## src/rtl/carregador_vetores_pkg.sv

```systemverilog
// Shared types and default sizing for the dot-product operand loader.
package carregador_vetores_pkg;

  localparam int unsigned N_DEF      = 8;
  localparam int unsigned DATA_W_DEF = 8;
  localparam int unsigned RES_W_DEF  = 64;

  typedef enum logic [1:0] {
    LOAD = 2'd0,
    FIRE = 2'd1,
    WAIT = 2'd2,
    OUT  = 2'd3
  } state_t;

  typedef logic signed [DATA_W_DEF-1:0] elem_t;

endpackage

```

## src/rtl/carregador_vetores.sv

```systemverilog
// Loads 2*N stream elements into operand registers, kicks produto_escalar,
// and hands the captured result back over a valid/ready handshake.
module carregador_vetores
  import carregador_vetores_pkg::*;
#(
  parameter int unsigned N      = N_DEF,
  parameter int unsigned DATA_W = DATA_W_DEF,
  parameter int unsigned RES_W  = RES_W_DEF
) (
  input  logic                clk,
  input  logic                rst,
  input  logic                i_valid,
  output logic                o_ready,
  input  logic [DATA_W-1:0]   i_data,
  input  logic                i_clear,
  output logic [N*DATA_W-1:0] o_a,
  output logic [N*DATA_W-1:0] o_b,
  output logic                o_start,
  input  logic                i_done,
  input  logic [RES_W-1:0]    i_result,
  output logic                o_res_valid,
  output logic [RES_W-1:0]    o_result,
  input  logic                i_res_ready,
  output logic                o_busy
);

  localparam int unsigned CNT_W = $clog2(2 * N);
  localparam logic [CNT_W-1:0] CNT_LAST = CNT_W'(2 * N - 1);

  state_t           state;
  logic [CNT_W-1:0] cnt;
  logic             drop;

  // Control FSM; every output is registered alongside the state it belongs to.
  always_ff @(posedge clk or posedge rst) begin
    if (rst) begin
      state       <= LOAD;
      cnt         <= '0;
      drop        <= 1'b0;
      o_a         <= '0;
      o_b         <= '0;
      o_result    <= '0;
      o_ready     <= 1'b1;
      o_start     <= 1'b0;
      o_res_valid <= 1'b0;
      o_busy      <= 1'b0;
    end else begin
      o_start <= 1'b0;
      case (state)
        LOAD: begin
          // A clear wins over an element offered in the same cycle.
          if (i_clear) begin
            cnt <= '0;
          end else if (i_valid) begin
            for (int k = 0; k < int'(N); k++) begin
              if (cnt == CNT_W'(k))     o_a[k*DATA_W +: DATA_W] <= i_data;
              if (cnt == CNT_W'(k + N)) o_b[k*DATA_W +: DATA_W] <= i_data;
            end
            if (cnt == CNT_LAST) begin
              cnt     <= '0;
              state   <= FIRE;
              o_ready <= 1'b0;
              o_start <= 1'b1;
              o_busy  <= 1'b1;
            end else begin
              cnt <= cnt + CNT_W'(1);
            end
          end
        end
        FIRE: begin
          state <= WAIT;
          if (i_clear) drop <= 1'b1;
        end
        WAIT: begin
          if (i_done) begin
            o_busy <= 1'b0;
            drop   <= 1'b0;
            // The downstream op cannot be aborted, so a flushed run is absorbed here.
            if (drop || i_clear) begin
              state   <= LOAD;
              o_ready <= 1'b1;
            end else begin
              o_result    <= i_result;
              state       <= OUT;
              o_res_valid <= 1'b1;
            end
          end else if (i_clear) begin
            drop <= 1'b1;
          end
        end
        OUT: begin
          if (i_clear || i_res_ready) begin
            state       <= LOAD;
            o_res_valid <= 1'b0;
            o_ready     <= 1'b1;
          end
        end
        default: begin
          state       <= LOAD;
          o_ready     <= 1'b1;
          o_res_valid <= 1'b0;
          o_busy      <= 1'b0;
        end
      endcase
    end
  end

endmodule

```

## config.mk

```make
export PLATFORM = sky130hd
export DESIGN_NAME = carregador_vetores
export DESIGN_NICKNAME = d
export VERILOG_FILES = /design/src/rtl/carregador_vetores_pkg.sv /design/src/rtl/carregador_vetores.sv
export SDC_FILE = /design/constraint.sdc
export NUM_CORES = 1
export LEC_CHECK = 0
export CELL_PAD_IN_SITES_DETAIL_PLACEMENT = 0
export CELL_PAD_IN_SITES_GLOBAL_PLACEMENT = 2
export CORE_UTILIZATION = 27
export DETAILED_ROUTE_END_ITERATION = 10
export GPL_ROUTABILITY_DRIVEN = 0
export GPL_TIMING_DRIVEN = 0
export HOLD_SLACK_MARGIN = 0.15
export PLACE_DENSITY_LB_ADDON = 0.1
export SYNTH_ARGS = -nofsm -noshare
export SYNTH_HDL_FRONTEND = slang
export SYNTH_SLANG_ARGS = --single-unit
```

## constraint.sdc

```tcl
create_clock -name clk -period 6.94 [get_ports clk]
set_input_delay 1.388 -clock clk [delete_from_list [all_inputs] [get_ports clk]]
set_output_delay 1.388 -clock clk [all_outputs]
set_load 0.02 [all_outputs]
```

==> flow_metrics.env <==
export IMPL_fp_row_count=62
export IMPL_timing_final_crit_share_pct=44.01
export IMPL_antenna_found_initial=0
export IMPL_power_leakage_nw=5.559
export IMPL_setup_viol=0
export IMPL_clock_path_buffers=3
export IMPL_drive_above_1_share_pct=31.92
export IMPL_clock_skew_ns=0.01936
export IMPL_hold_violations=0
export IMPL_fill_cells=2678
export IMPL_final_nets=894
export IMPL_cpPeakStageDelay_ns=0.63
export IMPL_dp_final_hpwl_um=15370
export IMPL_fin_crit_ns=3.054
export IMPL_area_sequential_um2=5081
export IMPL_path_clk_slew_ns=0.06
export IMPL_drt_iter0_drc=118
export IMPL_ys_ff_latch=203
export IMPL_multi_input_area_um2=2774
export IMPL_start_util_pct=27.71
export IMPL_cts_tree="yes"
export IMPL_r2r_cells=6
export IMPL_numPortBuffers=272
export IMPL_synthFlopType="dfrtp_1"
export IMPL_async_flop_share_pct=100.0
export IMPL_antenna_cells=0
export IMPL_worst_setup_path_start_kind="register"
export IMPL_core_area_um2=28940
export IMPL_crit_required_ns=5.55
export IMPL_postSynthAreaPerCell_um2=15.85
export IMPL_critPathCaptureType="output pin"
export IMPL_post_cts_buffers=0
export IMPL_grt_ovfl_total=0
export IMPL_cp_top_family="buffers and inverters"
export IMPL_outcome="completed"
export IMPL_cp_max_fo=2
export IMPL_grt_pass1_vias=5684
export IMPL_maxCapViolCount=0
export IMPL_via_count=5286
export IMPL_drcViolationCount=0
export IMPL_r2r_start="state[1]"
export IMPL_ir_drop_mv=0.1616
export IMPL_grt_util_all_layers_pct=14.54
export IMPL_cts_hold_repair_buffers=0
export IMPL_holdPathStages=2
export IMPL_antenna_left=0
export IMPL_htree_levels=1
export IMPL_cp_cell_sequence="clkdlybuf4s50_1"
export IMPL_clk_latency_ns=0.52
export IMPL_syn_num_nets=594
export IMPL_max_freq_mhz=327.4
export IMPL_cts_resized_gates=0
export IMPL_final_cell_mix="clkdlybuf4s50_1 (272), dfrtp_1 (202), mux2_2 (191)"
export IMPL_routed_wl_um=22150
export IMPL_ys_warn_count=0
export IMPL_setup_tns_ns=0
export IMPL_whs_endpoint="o_ready"
export IMPL_cts_buffers=25
export IMPL_critical_path_class="register to output pin"
export IMPL_grt_pass1_wl_um=34380
export IMPL_r2r_slack_ns=4.60
export IMPL_r2r_end="o_a[37]"
export IMPL_placed_area_um2=11260
export IMPL_min_from="o_ready"
export IMPL_die_width_um=174.3
export IMPL_slowest_stage="clkdlybuf4s50_1"
export IMPL_hp_class="register to register"
export IMPL_power_density_nw_per_um2=243.7
export IMPL_grt_max_degree=104
export IMPL_tightest_slew_ns=0.7915
export IMPL_io_pins=274
export IMPL_syn_inst=506
export IMPL_relSlewSlack_pct=46.94
export IMPL_viasPerCell=4.376
export IMPL_maxSlewViolCount=0
export IMPL_yosysSeqAreaShare_pct=63.37
export IMPL_synthesis_area_um2=8018
export IMPL_die_area_um2=30390
export IMPL_first_pass_iters=4
export IMPL_stdcell_area_um2=12100
export IMPL_path_buf_inv=1
export IMPL_cts_num_sinks=203
export IMPL_worst_ep_arrival_time_ns=1.67
export IMPL_wl_per_cell_um=18.34
export IMPL_clockRootBuffer="clkbuf_16"
export IMPL_layout_commonest_cell="clkdlybuf4s50_1"
export IMPL_die_h_um=174.3
export IMPL_synth_edf_count=0
export IMPL_rsz0062_at_grt="no"
export IMPL_syn_to_final_growth_pct=50.97
export IMPL_ys_types=37
## worst reg2reg max path, cell delays in order (launching register included)
cell	delay [ns]
dfrtp_1	0.42
inv_1	0.15
ha_1	0.17
buf_4	0.15
nand3b_1	0.22
nor3_2	0.71
mux2_2	0.42
## cell usage after synthesis (2+ instances only)
master	count	area, µm²
a21oi_1	10	50.05
a31oi_1	3	18.77
and3_1	3	18.77
buf_2	4	20.02
buf_4	10	75.07
clkbuf_1	9	33.78
dfrtp_1	202	5055
ha_1	10	125.1
inv_1	8	30.03
mux2_2	191	2151
nand2_1	6	22.52
nand2b_1	2	12.51
nand3_1	6	30.03
nand3_2	2	20.02
nor2_1	6	22.52
nor2_2	3	18.77
nor3_2	2	20.02
nor3b_4	2	37.54
nor4_4	3	63.81
o21ai_0	7	35.03
## stage by stage
| step | cells | worst slack (ns) | hold WS, ns | util, % | total power (W) |
|---|---|---|---|---|---|
| floorplan | 506 | 0.01459 | 0.5008 | - | 0.001440 |
| global route | 1208 | 3.827 | 0.5125 | 41.83 | 0.003081 |
| CTS | 1208 | 3.849 | 0.4802 | 41.83 | 0.003006 |
| finish | 1208 | 3.886 | 0.4697 | 41.83 | 0.002950 |
| detailed placement | 1163 | 3.367 | 0.4657 | 38.90 | 0.001643 |
| global placement | 1162 | -2.598 | 0.4697 | 38.78 | 0.001637 |
## power by group
group,switching (W),internal (W)
sequential,0.0000315,0.00124
combinational,0.000171,0.000177
clock,0.000504,0.000828
## sequential cells by signal, indices dropped and copies added, names as in the netlist
signal	flops
o_a	64
state	2
o_result	64
drop	1
o_res_valid	1
o_ready	1
o_start	1
cnt	4
o_b	64
o_busy	1
## how the worst max path moves through the flow
stage	to	from	cells after the start
4_1_cts	o_ready	o_ready	1
3_5_place_dp	o_a[37]	i_clear	4
3_3_place_gp	o_a[43]	rst	2
6_report	o_ready	o_ready	1
2_1_floorplan	cnt[0]	rst	1
5_1_grt	o_ready	o_ready	1
## area by class of cell
class,instances,share of cell area [%]
Multi-Input combinational cell,271,22.92
Sequential cell,203,41.98
Timing Repair Buffer,273,22.72
Clock buffer,35,5.892
Inverter,9,0.3411
Clock inverter,10,1.116
Buffer,23,1.065
Tap cell,384,3.969
## per-layer routing
layer	track usage [%]	routed length, µm
met1	18.41	9350
met4	3.436	448
met3	5.337	2062
met2	23.51	10290
met5	0	0
## logic make-up after synthesis
logic type / share of synthesized area (%)
AOI/OAI and AO/OA: 1.920
adders and majority gates: 1.561
DFF: 63.37
muxes: 27.09
and+or+nand+nor: 4.026
buffers and inverters: 2.029
No activity file was read; power rests on OpenSTA's default activity.
==> patch 1 (same settings) <==
Re-encode `state_t` (4 states) as Gray code, 2 bits wide.
--- a/src/rtl/carregador_vetores_pkg.sv
+++ b/src/rtl/carregador_vetores_pkg.sv
@@ -6,10 +6,10 @@
   localparam int unsigned RES_W_DEF  = 64;
 
   typedef enum logic [1:0] {
-    LOAD = 2'd0,
-    FIRE = 2'd1,
-    WAIT = 2'd2,
-    OUT  = 2'd3
+    LOAD = 2'b00,
+    FIRE = 2'b01,
+    WAIT = 2'b11,
+    OUT  = 2'b10
   } state_t;
 
   typedef logic signed [DATA_W_DEF-1:0] elem_t;
Function: no difference found for any inputs over 4 cycles, from zero or initial values and one cycle with rst high; so few cycles prove little.
==> patch 1 against the unedited design <==
  * Register-to-register slack better by 0.25 ns
  * Sequential cell count is the same
  * Wire length about the same
  * Synthesized cell count decreased by 3.6%
  * Highest routed layer unchanged
  * Total power down 0.96%
  * Design area decreased by 1.3%
  * Largest cell class unchanged
  * Area after synthesis fell by 1.4%
  * Worst setup slack worse by 0.012 ns
==> patch 1: results (changes against the unedited design) <==
* Outcome: finished clean
* Post-synth top cells: dfrtp_1 (202), mux2_2 (187), nand3_2 (11), clkbuf_1 (10), o21ai_0 (9)
* CP max FO at 3 (+1)
* Crit path largest cell delay at 0.63 ns (about the same)
* Fillcell total at 2,671 (-0.26%)
* Global Route Usage Sum at 0.1488 (+0.003358)
* Max clock buf depth at 3 (unchanged)
* Initial DRC Count at 139 (+18%)
* Final #Nets at 871 (-2.6%)
* Largest registers: o_a x64, o_b x64, o_result x64
* H-tree depth at 1 (unchanged)
* Sequential-to-total area share from yosys stat at 0.6428 (+0.009028)
* Worst Tran Pin Value at 0.7459 ns (-0.04559 ns)
* Largest net degree at the start of global routing at 106 (+1.9%)
* Hold Crit Class: reg -> reg
* Top post-synthesis cells by area: dfrtp_1 (64%), mux2_2 (27%), nand3_2 (1.4%)
* Final WL at 22.16 mm (about the same)
* Yosys warns at 0 (unchanged)
* Worst-path clk slew at 0.05 ns
* Met2 Track Usage GR at 0.2534 (+0.01830)
* Met3 Track Usage GR at 0.04024 (-0.01313)
* Post-Route Skew at 0.01049 ns (-0.008867 ns)
* Clk_lat worst skew at 0.52 ns (about the same)
* Buffers on Ports at 273 (+0.37%)
* Total number of vias at 5,165 (-2.3%)
* CTS Root Cell: clkbuf_16
* Worst Path Arrival at 1.68 ns
* # diodes at 0 (unchanged)
* TritonCTS buffer count at 25 (unchanged)
* VDD IR max at 0.1624 mV (+0.52%)
* Synth cell types at 38 (+2.7%)
* Post_cts resized at 0 (unchanged)
* Share of layout cells above drive strength 1 at 0.3189 (about the same)
* Async SR Flop Fraction at 1.000 (unchanged)
* CP max stage cell: clkdlybuf4s50_1
* Buffers inserted by post-CTS timing repair at 0 (unchanged)
* Crit path max-delay family: buffers and inverters
* Static Leakage at 0.005546 uW (-0.24%)
* Mapped Nets at 570 (-4.0%)
* Vias in the first global route at 5,619 (-1.1%)
* Post-DP HPWL at 15.44 mm (+0.44%)
* Met1 usage at 0.1846 (+0.0004715)
* First-pass GRT wire length at 34.53 mm (+0.44%)
* Drt pass-1 iters at 4 (unchanged)
* Initial antenna violation count at 0 (unchanged)
[patch 1: cell types whose count changed after synthesis, moves of 3 or more]
cell     unedited run  this run
nand3_2             2        11
a21oi_1            10         4
buf_4              10         4
ha_1               10         4
mux2_1              1         5
mux2_2            191       187
nand3_1             6         2
nor2_1              6         2
buf_6               0         3
inv_1               8         5
nor4_4              3         0
[patch 1: kinds of logic (layout without fill, tap and decap cells)]
logic type / count (synthesis) / count (layout) / synth area share
AO/OA/AOI/OAI: 20 / 20 / 0.01520
adder cells (fa/ha/maj): 4 / 4 / 0.006331
buffers and inverters: 28 / 346 / 0.01883
flip-flops: 203 / 203 / 0.6428
multiplexers: 192 / 192 / 0.2735
AND/OR/NAND/NOR: 41 / 41 / 0.04337
[patch 1: per-stage QoR]
stage,total power [uW],area [sq um],worst slack (ns),std cells
2_1_floorplan,1468,7905,0.01459,488
3_3_place_gp,1676,11120,-2.595,1145
3_5_place_dp,1684,11150,3.550,1146
4_1_cts,2989,11950,3.815,1190
5_1_grt,3056,11950,3.815,1190
6_report,2922,11950,3.874,1190
[patch 1: path summary, 6_finish.rpt]
path	startpoint	endpoint	slack, ns	cells after the start
setup / recovery	o_ready$_DFFE_PP1P_	o_ready	3.87	1
hold / removal	o_result[52]$_DFFE_PP0P_	o_result[52]$_DFFE_PP0P_	0.49	1
setup reg to reg	cnt[1]$_DFFE_PP0P_	o_a[24]$_DFFE_PP0P_	4.85	4
hold reg to reg	o_result[52]$_DFFE_PP0P_	o_result[52]$_DFFE_PP0P_	0.49	1
max in group asynchronous	rst	o_result[56]$_DFFE_PP0P_	4.54	3
min in group asynchronous	rst	o_result[2]$_DFFE_PP0P_	1.43	2
[patch 1: final cells by class]
type	instances	area, sq um	area share
Buffer	23	130.1	0.01089
Clock buffer	37	700.7	0.05865
Clock inverter	7	92.59	0.007750
Inverter	5	26.28	0.002199
Multi-Input combinational cell	257	2675	0.2239
Sequential cell	203	5081	0.4253
Tap cell	384	480.5	0.04022
Timing Repair Buffer	274	2760	0.2310
[patch 1: routing by layer]
layer  share of wire  up-vias  wire length (microns)
li1                -     2341                      -
met1            0.41     2642                   9132
met2            0.50      153                  11090
met3           0.061       29                   1345
met4           0.027        0                    592
met5               0        -                      0
[patch 1: where the power goes]
part	internal [uW]	leakage, uW	switching, uW
Clock	770	0.000389	496
Sequential	1250	0.00278	33.4
Combinational	196	0.00238	178
==> patch 2 (config.mk and constraints unchanged) <==
Made on the original files. Change the package constant `RES_W_DEF` from 64 to 128.
--- a/src/rtl/carregador_vetores_pkg.sv
+++ b/src/rtl/carregador_vetores_pkg.sv
@@ -3,7 +3,7 @@
 
   localparam int unsigned N_DEF      = 8;
   localparam int unsigned DATA_W_DEF = 8;
-  localparam int unsigned RES_W_DEF  = 64;
+  localparam int unsigned RES_W_DEF  = 128;
 
   typedef enum logic [1:0] {
     LOAD = 2'd0,
Ports: changed (resized i_result and o_result); port bits go from 274 to 402. No check against the original RTL was run, so the function may have changed too.
==> patch 2 against the unedited design <==
  * Combinational power increased to 7.2 times the old value
  * Design area increased by 35%
  * Worst setup slack got worse by 0.0056 ns
  * Count of clock-buffer cells in the layout increased by 14
  * Total power increased by 120%
  * Wire length increased by 39%
  * Sequential cell count increased by 64
  * Clock skew decreased by 0.0058 ns
  * Area after synthesis increased by 29%
  * Critical endpoint unchanged
  * Largest cell class unchanged
==> patch 2: results (changes against the unedited design) <==
* Outcome: finished clean
* Hold path start: o_a[0]$_DFFE_PP0P_
* Logic power comb at 2510 uW (+620%)
* Worst R2R Path Depth at 7 (+1)
* RR Startpoint: state[0]$_DFFE_PP0P_
* Vias in the first global route at 7,081 (+25%)
* Initial antenna violation count at 1 (+1)
* Initial DRC Count at 185 (+57%)
* Seq pwr share at 0.352 (-0.079)
* # diodes at 1 (+1)
* Global Route Usage Sum at 0.1555 (+0.01003)
* Seq pwr at 2320 uW (+83%)
* Post-synthesis cell count at 637 (+26%)
* DR vias/cell at 4.224 (-3.5%)
* Dpl ws at 3.369 ns (+0.002850 ns)
* Signal buf overhead at 0.2697 (+0.03186)
* Synth cell types at 33 (-11%)
* Post-Route Skew at 0.01354 ns (-0.005819 ns)
* R2R Setup Slk at 4.56 ns (-0.04 ns)
* Sequential-to-total area share from yosys stat at 0.6436 (+0.009910)
* Layout overhead on the synthesized area at 57.10%
* Hold Path End: o_a[0]$_DFFE_PP0P_
* TritonCTS buffer count at 34 (+36%)
* Worst Tran Pin Value at 0.6914 ns (-0.1002 ns)
* VDD IR max at 0.2440 mV (+51%)
* Final WL at 30.72 mm (+39%)
* Share of layout cells above drive strength 1 at 0.3149 (-0.004243)
* Fillcell total at 3,584 (+34%)
* H-tree depth at 2 (+1)
* Post-synth top cells: dfrtp_1 (266), mux2_2 (245), mux2_1 (12), nor2_2 (12)
* Invs w/o clock at 7 (-2)
* Fin cells at 1,617 (+34%)
* Worst Hold Depth at 1 (-1)
* Min Hold Slack at 0.4953 ns (+0.02560 ns)
* Buffers, non-clock at 440 (+49%)
* Largest net degree at the start of global routing at 39 (-63%)
* Placed Cells at 1,556 (+34%)
* #MultiIn Comb at 331 (+22%)
* Sw power at 2126 uW (+200%)
* Clk tree area frac at 0.06812 (-0.001966)
* Placed cell areas at 15,200 sq um (+35%)
* Post-DP HPWL at 22.83 mm (+49%)
* Worst reg2reg endpoint: o_result[57]$_DFFE_PP0P_
* Worst Path Arrival at 1.67 ns (about the same)
* Multi-input gate area at 3446 sq um (+24%)
* CTS sink count at 267 (+32%)
## patch 2: worst max-delay path by stage
stage / from / end / slack (ns) / depth (start not counted)
global placement: rst / o_result[90]$_DFFE_PP0P_ / -0.48 / 2
CTS: o_ready$_DFFE_PP1P_ / o_ready / 3.82 / 1
floorplan: rst / cnt[0]$_DFFE_PP0P_ / 2.03 / 1
global route: o_ready$_DFFE_PP1P_ / o_ready / 3.80 / 1
finish: o_ready$_DFFE_PP1P_ / o_ready / 3.88 / 1
detailed placement: i_clear / o_result[122]$_DFFE_PP0P_ / 3.37 / 6
## patch 2: kinds of logic after synthesis
| logic type | share of synthesized area |
|---|---|
| flops | 0.6436 |
| mux | 0.2787 |
| simple gates | 0.02796 |
| buf+inv | 0.02446 |
| compound gates | 0.01314 |
| fa+ha+maj | 0.01205 |
## patch 2: metal layers
metal	wire, microns	track usage
met5	0	0
met4	616	0.04565
met3	2319	0.05076
met2	14930	0.2482
met1	12860	0.1999
